$ cat config.mk
export PLATFORM = sky130hd
export DESIGN_NAME = clb_slice_flat
export DESIGN_NICKNAME = d
export VERILOG_FILES = /design/src/rtl/clb_slice_if.sv /design/src/rtl/clb_slice.sv /design/src/flat_wrapper.sv
export SDC_FILE = /design/constraint.sdc
export NUM_CORES = 1
export LEC_CHECK = 0
export BUFFER_PORTS_ARGS = -buffer_cell sky130_fd_sc_hd__buf_2
export CORE_UTILIZATION = 30
export CTS_BUF_LIST = sky130_fd_sc_hd__clkbuf_16
export CTS_CLUSTER_SIZE = 24
export DETAILED_ROUTE_END_ITERATION = 16
export GPL_ROUTABILITY_DRIVEN = 0
export PLACE_DENSITY = 0.56
export SLEW_MARGIN = 25
export SYNTH_ARGS = -nofsm -noshare
export SYNTH_HDL_FRONTEND = slang
export SYNTH_SLANG_ARGS = --single-unit
export TNS_END_PERCENT = 50
$ cat constraint.sdc
create_clock -name clk -period 3.1 [get_ports clk]
set_input_delay 0.155 -clock clk [delete_from_list [all_inputs] [get_ports clk]]
set_output_delay 0.155 -clock clk [all_outputs]
set_load 0.01 [all_outputs]
$ cat src/rtl/clb_slice_if.sv
// Signal bundle for one clb_slice: logic inputs, configuration chain and status.
// The design connects through the slave modport; whatever drives it uses master.
interface clb_slice_if #(
    parameter int K = 4,
    parameter int N = 2
);
    logic           prgm_b;
    logic           cfg_in;
    logic           cfg_out;
    logic           ce;
    logic [N*K-1:0] x;
    logic [N-1:0]   out;
    logic           cfg_done;
    logic           cfg_err;

    modport master (
        output prgm_b, cfg_in, ce, x,
        input  cfg_out, out, cfg_done, cfg_err
    );

    modport slave (
        input  prgm_b, cfg_in, ce, x,
        output cfg_out, out, cfg_done, cfg_err
    );
endinterface

$ cat src/rtl/clb_slice.sv
// Configurable logic slice: N pairs of K-input LUT plus clock-enabled flip-flop,
// programmed MSB-first over a serial chain that daisy-chains out through cfg_out.
module clb_slice #(
    parameter int K = 4,
    parameter int N = 2
) (
    input  logic         clk,
    input  logic         reset,
    clb_slice_if.slave   bus
);
    localparam int LUTW  = 1 << K;
    localparam int W     = LUTW + 2;
    localparam int TOTAL = N * W;
    localparam int CW    = $clog2(TOTAL + 2);

    localparam logic [CW-1:0] COUNT_FULL = CW'(TOTAL);
    localparam logic [CW-1:0] COUNT_SAT  = CW'(TOTAL + 1);

    typedef enum logic [1:0] {
        UNCFG,
        LOAD,
        CFG,
        ERR
    } state_t;

    state_t           state_q, state_d;
    logic [TOTAL-1:0] cfg_q, cfg_d;
    logic [CW-1:0]    count_q, count_d;
    logic [N-1:0]     ff_q, ff_d;
    logic             done_q, done_d;
    logic             err_q, err_d;

    logic [N-1:0]     lutOut;
    logic [N-1:0]     outSel;
    logic [N-1:0]     ffInit;

    // Each pair's slice of the chain is {ff_init, out_sel, truth table}.
    for (genvar i = 0; i < N; i++) begin : g_pair
        logic [W-1:0]    pairCfg;
        logic [LUTW-1:0] lut;
        logic [K-1:0]    addr;

        assign pairCfg   = cfg_q[i*W +: W];
        assign lut       = pairCfg[LUTW-1:0];
        assign addr      = bus.x[i*K +: K];
        assign lutOut[i] = lut[addr];
        assign outSel[i] = pairCfg[LUTW];
        assign ffInit[i] = pairCfg[LUTW+1];
    end

    always_comb begin
        state_d = state_q;
        cfg_d   = cfg_q;
        count_d = count_q;
        ff_d    = ff_q;
        done_d  = done_q;
        err_d   = err_q;

        // A low prgm_b always wins, even over ce in CFG, so FFs stay put while shifting.
        if (!bus.prgm_b) begin
            cfg_d   = {cfg_q[TOTAL-2:0], bus.cfg_in};
            state_d = LOAD;
            done_d  = 1'b0;
            err_d   = 1'b0;
            if (state_q == LOAD) begin
                count_d = (count_q == COUNT_SAT) ? count_q : count_q + 1'b1;
            end else begin
                count_d = CW'(1);
            end
        end else begin
            case (state_q)
                LOAD: begin
                    if (count_q == COUNT_FULL) begin
                        state_d = CFG;
                        done_d  = 1'b1;
                        ff_d    = ffInit;
                    end else begin
                        state_d = ERR;
                        err_d   = 1'b1;
                    end
                end
                CFG: begin
                    if (bus.ce) begin
                        ff_d = lutOut;
                    end
                end
                default: begin
                end
            endcase
        end
    end

    always_ff @(posedge clk or negedge reset) begin
        if (!reset) begin
            state_q <= UNCFG;
            cfg_q   <= '0;
            count_q <= '0;
            ff_q    <= '0;
            done_q  <= 1'b0;
            err_q   <= 1'b0;
        end else begin
            state_q <= state_d;
            cfg_q   <= cfg_d;
            count_q <= count_d;
            ff_q    <= ff_d;
            done_q  <= done_d;
            err_q   <= err_d;
        end
    end

    // Outputs are silent until a complete stream has been accepted.
    assign bus.out      = (state_q == CFG) ? ((outSel & ff_q) | (~outSel & lutOut)) : '0;
    assign bus.cfg_out  = cfg_q[TOTAL-1];
    assign bus.cfg_done = done_q;
    assign bus.cfg_err  = err_q;
endmodule

$ cat src/flat_wrapper.sv
// flat-port wrapper written by rule: the top's interface ports become plain ports
module clb_slice_flat 
#(
    parameter int K = 4,
    parameter int N = 2
)
  (clk, reset, bus_prgm_b, bus_cfg_in, bus_ce, bus_x, bus_cfg_out, bus_out, bus_cfg_done, bus_cfg_err);
  clb_slice_if #(.K(K), .N(N)) bus_i ();
  input  logic clk;
  input  logic reset;
  input wire logic [$bits(bus_i.prgm_b)-1:0] bus_prgm_b;
  input wire logic [$bits(bus_i.cfg_in)-1:0] bus_cfg_in;
  input wire logic [$bits(bus_i.ce)-1:0] bus_ce;
  input wire logic [$bits(bus_i.x)-1:0] bus_x;
  output wire logic [$bits(bus_i.cfg_out)-1:0] bus_cfg_out;
  output wire logic [$bits(bus_i.out)-1:0] bus_out;
  output wire logic [$bits(bus_i.cfg_done)-1:0] bus_cfg_done;
  output wire logic [$bits(bus_i.cfg_err)-1:0] bus_cfg_err;
  assign bus_i.prgm_b = bus_prgm_b;
  assign bus_i.cfg_in = bus_cfg_in;
  assign bus_i.ce = bus_ce;
  assign bus_i.x = bus_x;
  assign bus_cfg_out = bus_i.cfg_out;
  assign bus_out = bus_i.out;
  assign bus_cfg_done = bus_i.cfg_done;
  assign bus_cfg_err = bus_i.cfg_err;
  clb_slice #(.K(K), .N(N)) u_core (.clk(clk), .reset(reset), .bus(bus_i));
endmodule
== Word-level counts from Yosys, hierarchy flattened ==
Index checks and enable logic that the tools add are counted.
Storage, ports and cells
  input bits: 13
  output and inout port bits: 5
  bits in registers: 48
  word-level logic and storage cells: 48
Cells by class
  add/subtract/negate cells: 1
  reduce and logical (&&, ||, !) cells: 5
  multiplexer cells: 19
  bitwise operators: 5
  eq/ne operators: 10
  magnitude comparators: 2
Operators with widths (number)
  $eq A6 B6 Y1 const B: 2
  $mux W6: 2
  $lt A4 B5 Y1 const B: 2
  $mux W2: 5
  $mux W1: 9
  $bmux W1 S4: 2
  $ne A2 B2 Y1 const B: 4
  $add A6 B1 Y6 const B: 1
  $reduce_and A2 Y1: 3
  $and A2 B2 Y2: 2
  $ne A2 B1 Y1 const B: 2
  $pmux W2 S2: 1
  $reduce_and A4 Y1: 1
  $eq A2 B1 Y1 const B: 1
  $eq A2 B2 Y1 const B: 1
  $not A2 Y2: 1
  $or A2 B2 Y2: 1
  $reduce_bool A2 Y1: 1
  $not A1 Y1: 1

== Logic depth before layout (Yosys ltp) ==
  depth after elaboration: 5
  mapped depth: 6
  mapped depth without buffers: 6

== Least setup slack after synthesis ==
Ideal clock, no wire load.
  kind: reg2reg
  start: reg u_core.count_q[0]
  end: reg u_core.ff_q[0]
  path slack: 1.677 ns
  required time: 2.963 ns
  arrival: 1.286 ns
  cell stages (with the launch flop): 7
  buffers on the path: 0
  library setup time: 0.137 ns
  clock period less this slack: 1.423 ns
  cell sequence: dfrtp_1 -> inv_1 -> ha_1 -> nor3b_1 -> and3_1 -> o21a_1 -> o221ai_1
Between the ends
  longest elaborated chain between the ends: 3
Ends and longest elaborated chain
  from (decl): line clb_slice.sv:28  | logic [CW-1:0] count_q, count_d;
  from (signal assigned): line clb_slice.sv:104  | count_q <= count_d;
  $eq A6 B6 Y1: line clb_slice.sv:73  | if (count_q == COUNT_FULL) begin
  $ne A2 B2 Y1 (no line)
  $reduce_and A4 Y1 (no line)
  to (signal assigned): line clb_slice.sv:98  | ff_q <= '0;
  to (signal assigned): line clb_slice.sv:105  | ff_q <= ff_d;
  to (decl): line clb_slice.sv:29  | logic [N-1:0] ff_q, ff_d;
No other way between the ends.
A chain may end at the register's enable or synchronous reset.

== Worst setup path in the final report ==
  start: reg u_core.cfg_q[3]
  end: out bus_out[0]
Between the ends
  longest elaborated chain between the ends: 5
Ends and longest elaborated chain
  from (decl): line clb_slice.sv:27  | logic [TOTAL-1:0] cfg_q, cfg_d;
  from (signal assigned): line clb_slice.sv:103  | cfg_q <= cfg_d;
  $bmux W1 S4: line clb_slice.sv:46  | assign lutOut[i] = lut[addr];
  $mux W1 (not written as such): line clb_slice.sv:46
  $and A2 B2 Y2: line clb_slice.sv:112  | assign bus.out = (state_q == CFG) ? ((outSel & ff_q) | (~outSel & lutOut)) : '0;
  $or A2 B2 Y2: line clb_slice.sv:112
  $mux W2: line clb_slice.sv:112
  to (decl): line flat_wrapper.sv:16  | output wire logic [$bits(bus_i.out)-1:0] bus_out;
No other way between the ends. The select of a mux whose other input is x is not followed.

==> results.toml <==
[die]
io_pins = 18
die_h_um = 88.9
dieArea_mm2 = 0.00791
start_util_pct = 31.1
dieWidth_um = 88.9
std_cell_rows = 31
core_mm2 = 0.00729

[grt]
antenna_found_initial = 0
grt_pass1_wl_um = 6700
grt_use_total_pct = 11.0
grt_pass1_vias = 1354
grt_max_degree = 51
gr-total-overflow = 0

[clock_tree]
cts_buffers = 5
htree_levels = 2
cts_tree = "yes"
cts.sinks = 48
clkSlewWorstSetupHoldPaths_ns = 0.06
postCtsSetupRepairBufs = 0
worstSkewPairLatency_ns = 0.28
clockBufferDepth = 2
root_buffer = "clkbuf_16"

[layout]
final_common_cell = "dfrtp_1"
syn_to_final_growth_pct = 14.7
insertedDiodeCount = 0
fin_util_pct = 35.7
nets = 196
layout_common_cells = "48 x dfrtp_1, 38 x mux2_2, 15 x buf_2"
drive_gt1_share_pct = 34.3

[place]
hpwl_um = 2590
io_buffers = 17

[setup_path]
r2r_cells = 6
worst_ep_required_time_ns = 2.94
path_class = "register to output pin"
r2r_start = "u_core.count_q[1]"
r2r_end = "u_core.count_q[2]"
worstPathMaxFanout = 3
end_kind = "output pin"
max_stage_delay_ns = 0.52
r2r_setup_slack_ns = 1.48
critPathArrivalTime_ns = 1.75
path_cells = "mux4_1 -> mux2i_1 -> mux2_2 -> o31ai_2 -> buf_2"
slowest_stage = "mux4_1"
start_kind = "register"

[power]
leakage_nw = 1.19
power.total_mw = 1.78
ir_worst_vdd_uv = 323
power_density_mw_per_mm2 = 683

[timing]
finalHoldViolCount = 0
period_minus_slack_ns = 1.90
relSlewSlack_pct = 58.8
worstMarginPinSlew_ns = 0.618
rsz0062_at_grt = "no"
setup_violations = 0
tns_ns = 0
fin_skew_ns = 0.00546
period_share_pct = 61.4
fmax_mhz = 525
slew_viol_final = 0

[detailed_routing]
first_pass_iters = 4
wirelength_um = 3850
viasPerCell = 4.81
drc = 0
wire_per_inst_um = 13.7
num_vias = 1346
first_iter_violations = 51
drtAntennaViolNets = 0

[flow_run]
maxCapViolCount = 0

[hold_path]
worstHoldPathType = "input port to register"
min-delay-start = "bus_cfg_in"
hold_depth = 2
holdPathEnd = "u_core.cfg_q[0]"

[synthesis]
synth_area_per_cell_um2 = 14.1
syn-instance-count = 161
syn_area_mm2 = 0.00227
ys_ff_latch = 48
syn_nets = 177
yosysUniqueCellTypes = 32
synth-warning-count = 0
synth-seq-area-share_pct = 53.0

[status]
outcome = "finished clean"
flip-flops by register name, indices dropped and copies added, names as in the netlist:
register,count
u_core.bus.cfg_done,1
u_core.bus.cfg_err,1
u_core.cfg_q,36
u_core.count_q,6
u_core.ff_q,2
u_core.state_q,2
synthesized netlist by cell type:
cell type	count	share of area [%]
dfrtp_1	48	53
mux2_2	38	19
mux4_1	8	9.3
inv_1	7	1.2
nand2_1	6	0.99
nand3_1	6	1.3
buf_2	4	0.88
mux2i_1	4	1.8
o21a_1	4	1.3
a21oi_1	3	0.66
ha_1	3	1.7
nand2b_1	3	0.83
nor2_1	3	0.50
nor2b_1	2	0.55
o21ai_0	2	0.44
o221ai_1	2	0.77
o31ai_2	2	1.1
xnor2_1	2	0.77
a211oi_1	1	0.33
a21o_1	1	0.33
a31oi_1	1	0.28
and2_1	1	0.28
and3_1	1	0.28
and3b_1	1	0.39
buf_1	1	0.17
clkbuf_1	1	0.17
nor3_1	1	0.22
nor3b_1	1	0.33
nor4_1	1	0.28
nor4bb_1	1	0.44
o41ai_1	1	0.39
or3_1	1	0.28
final cells by class:
class	instances	area, um^2
fill	742	4690
sequential	48	1200
multi-input combinational	100	1010
clock buffer	5	125
tap	99	124
timing repair buffer	18	100
inverter	7	26.3
clock inverter	3	11.3
layer usage:
metal | up-vias | GRT usage [%] | share of wire (%)
li1 | 630 | - | -
met1 | 694 | 15.6 | 50
met2 | 18 | 17.1 | 46
met3 | 4 | 2.68 | 2.7
met4 | 0 | 3.03 | 1.2
met5 | - | 0 | 0
critical path, delay by kind of cell, from the launching register on:
kind / cells / cell delay (ns)
mux: 3 / 0.87
flops: 1 / 0.40
buf+inv: 1 / 0.14
compound gates: 1 / 0.06
timing repair:
action	4_1_cts	5_1_grt
resized for setup	0	0
hold buffers	1	0
endpoints found under the hold margin	48	0
kinds of logic after synthesis:
family | after synthesis | synth area share (%)
simple gates | 28 | 6.68
flops | 48 | 53.0
buf+inv | 13 | 2.37
compound gates | 17 | 5.63
xor+xnor | 2 | 0.773
mux | 50 | 29.9
fa+ha+maj | 3 | 1.66
stage by stage:
| stage | worst slack (ns) | cells | hold WS (ns) | cell area (um^2) |
|---|---|---|---|---|
| detailed placement | 1.48 | 271 | 0.224 | 2450 |
| CTS | 1.17 | 280 | 0.0963 | 2600 |
| finish | 1.20 | 280 | 0.103 | 2600 |
| global placement | 1.48 | 271 | 0.385 | 2450 |
| floorplan | 1.68 | 161 | -0.141 | 2270 |
| global route | 1.07 | 280 | 0.102 | 2600 |
where the power goes:
| part | total [mW] | switching [mW] | internal (mW) | leakage (nW) |
|---|---|---|---|---|
| clock | 0.504 | 0.213 | 0.290 | 0.0738 |
| combinational | 0.342 | 0.115 | 0.227 | 0.517 |
| sequential | 0.929 | 0.128 | 0.802 | 0.596 |
worst max path at each step:
stage | to | cells past startpoint | start | slack, ns
after detailed placement | u_core.ff_q[0] | 6 | u_core.count_q[0] | 1.48
after global placement | u_core.count_q[2] | 6 | u_core.count_q[1] | 1.48
after floorplan | u_core.ff_q[0] | 6 | u_core.count_q[0] | 1.68
after CTS | bus_out[0] | 5 | u_core.cfg_q[3] | 1.17
final | bus_out[0] | 5 | u_core.cfg_q[3] | 1.20
after global routing | bus_out[0] | 5 | u_core.cfg_q[3] | 1.07
Power figures use the tool's default switching activity.
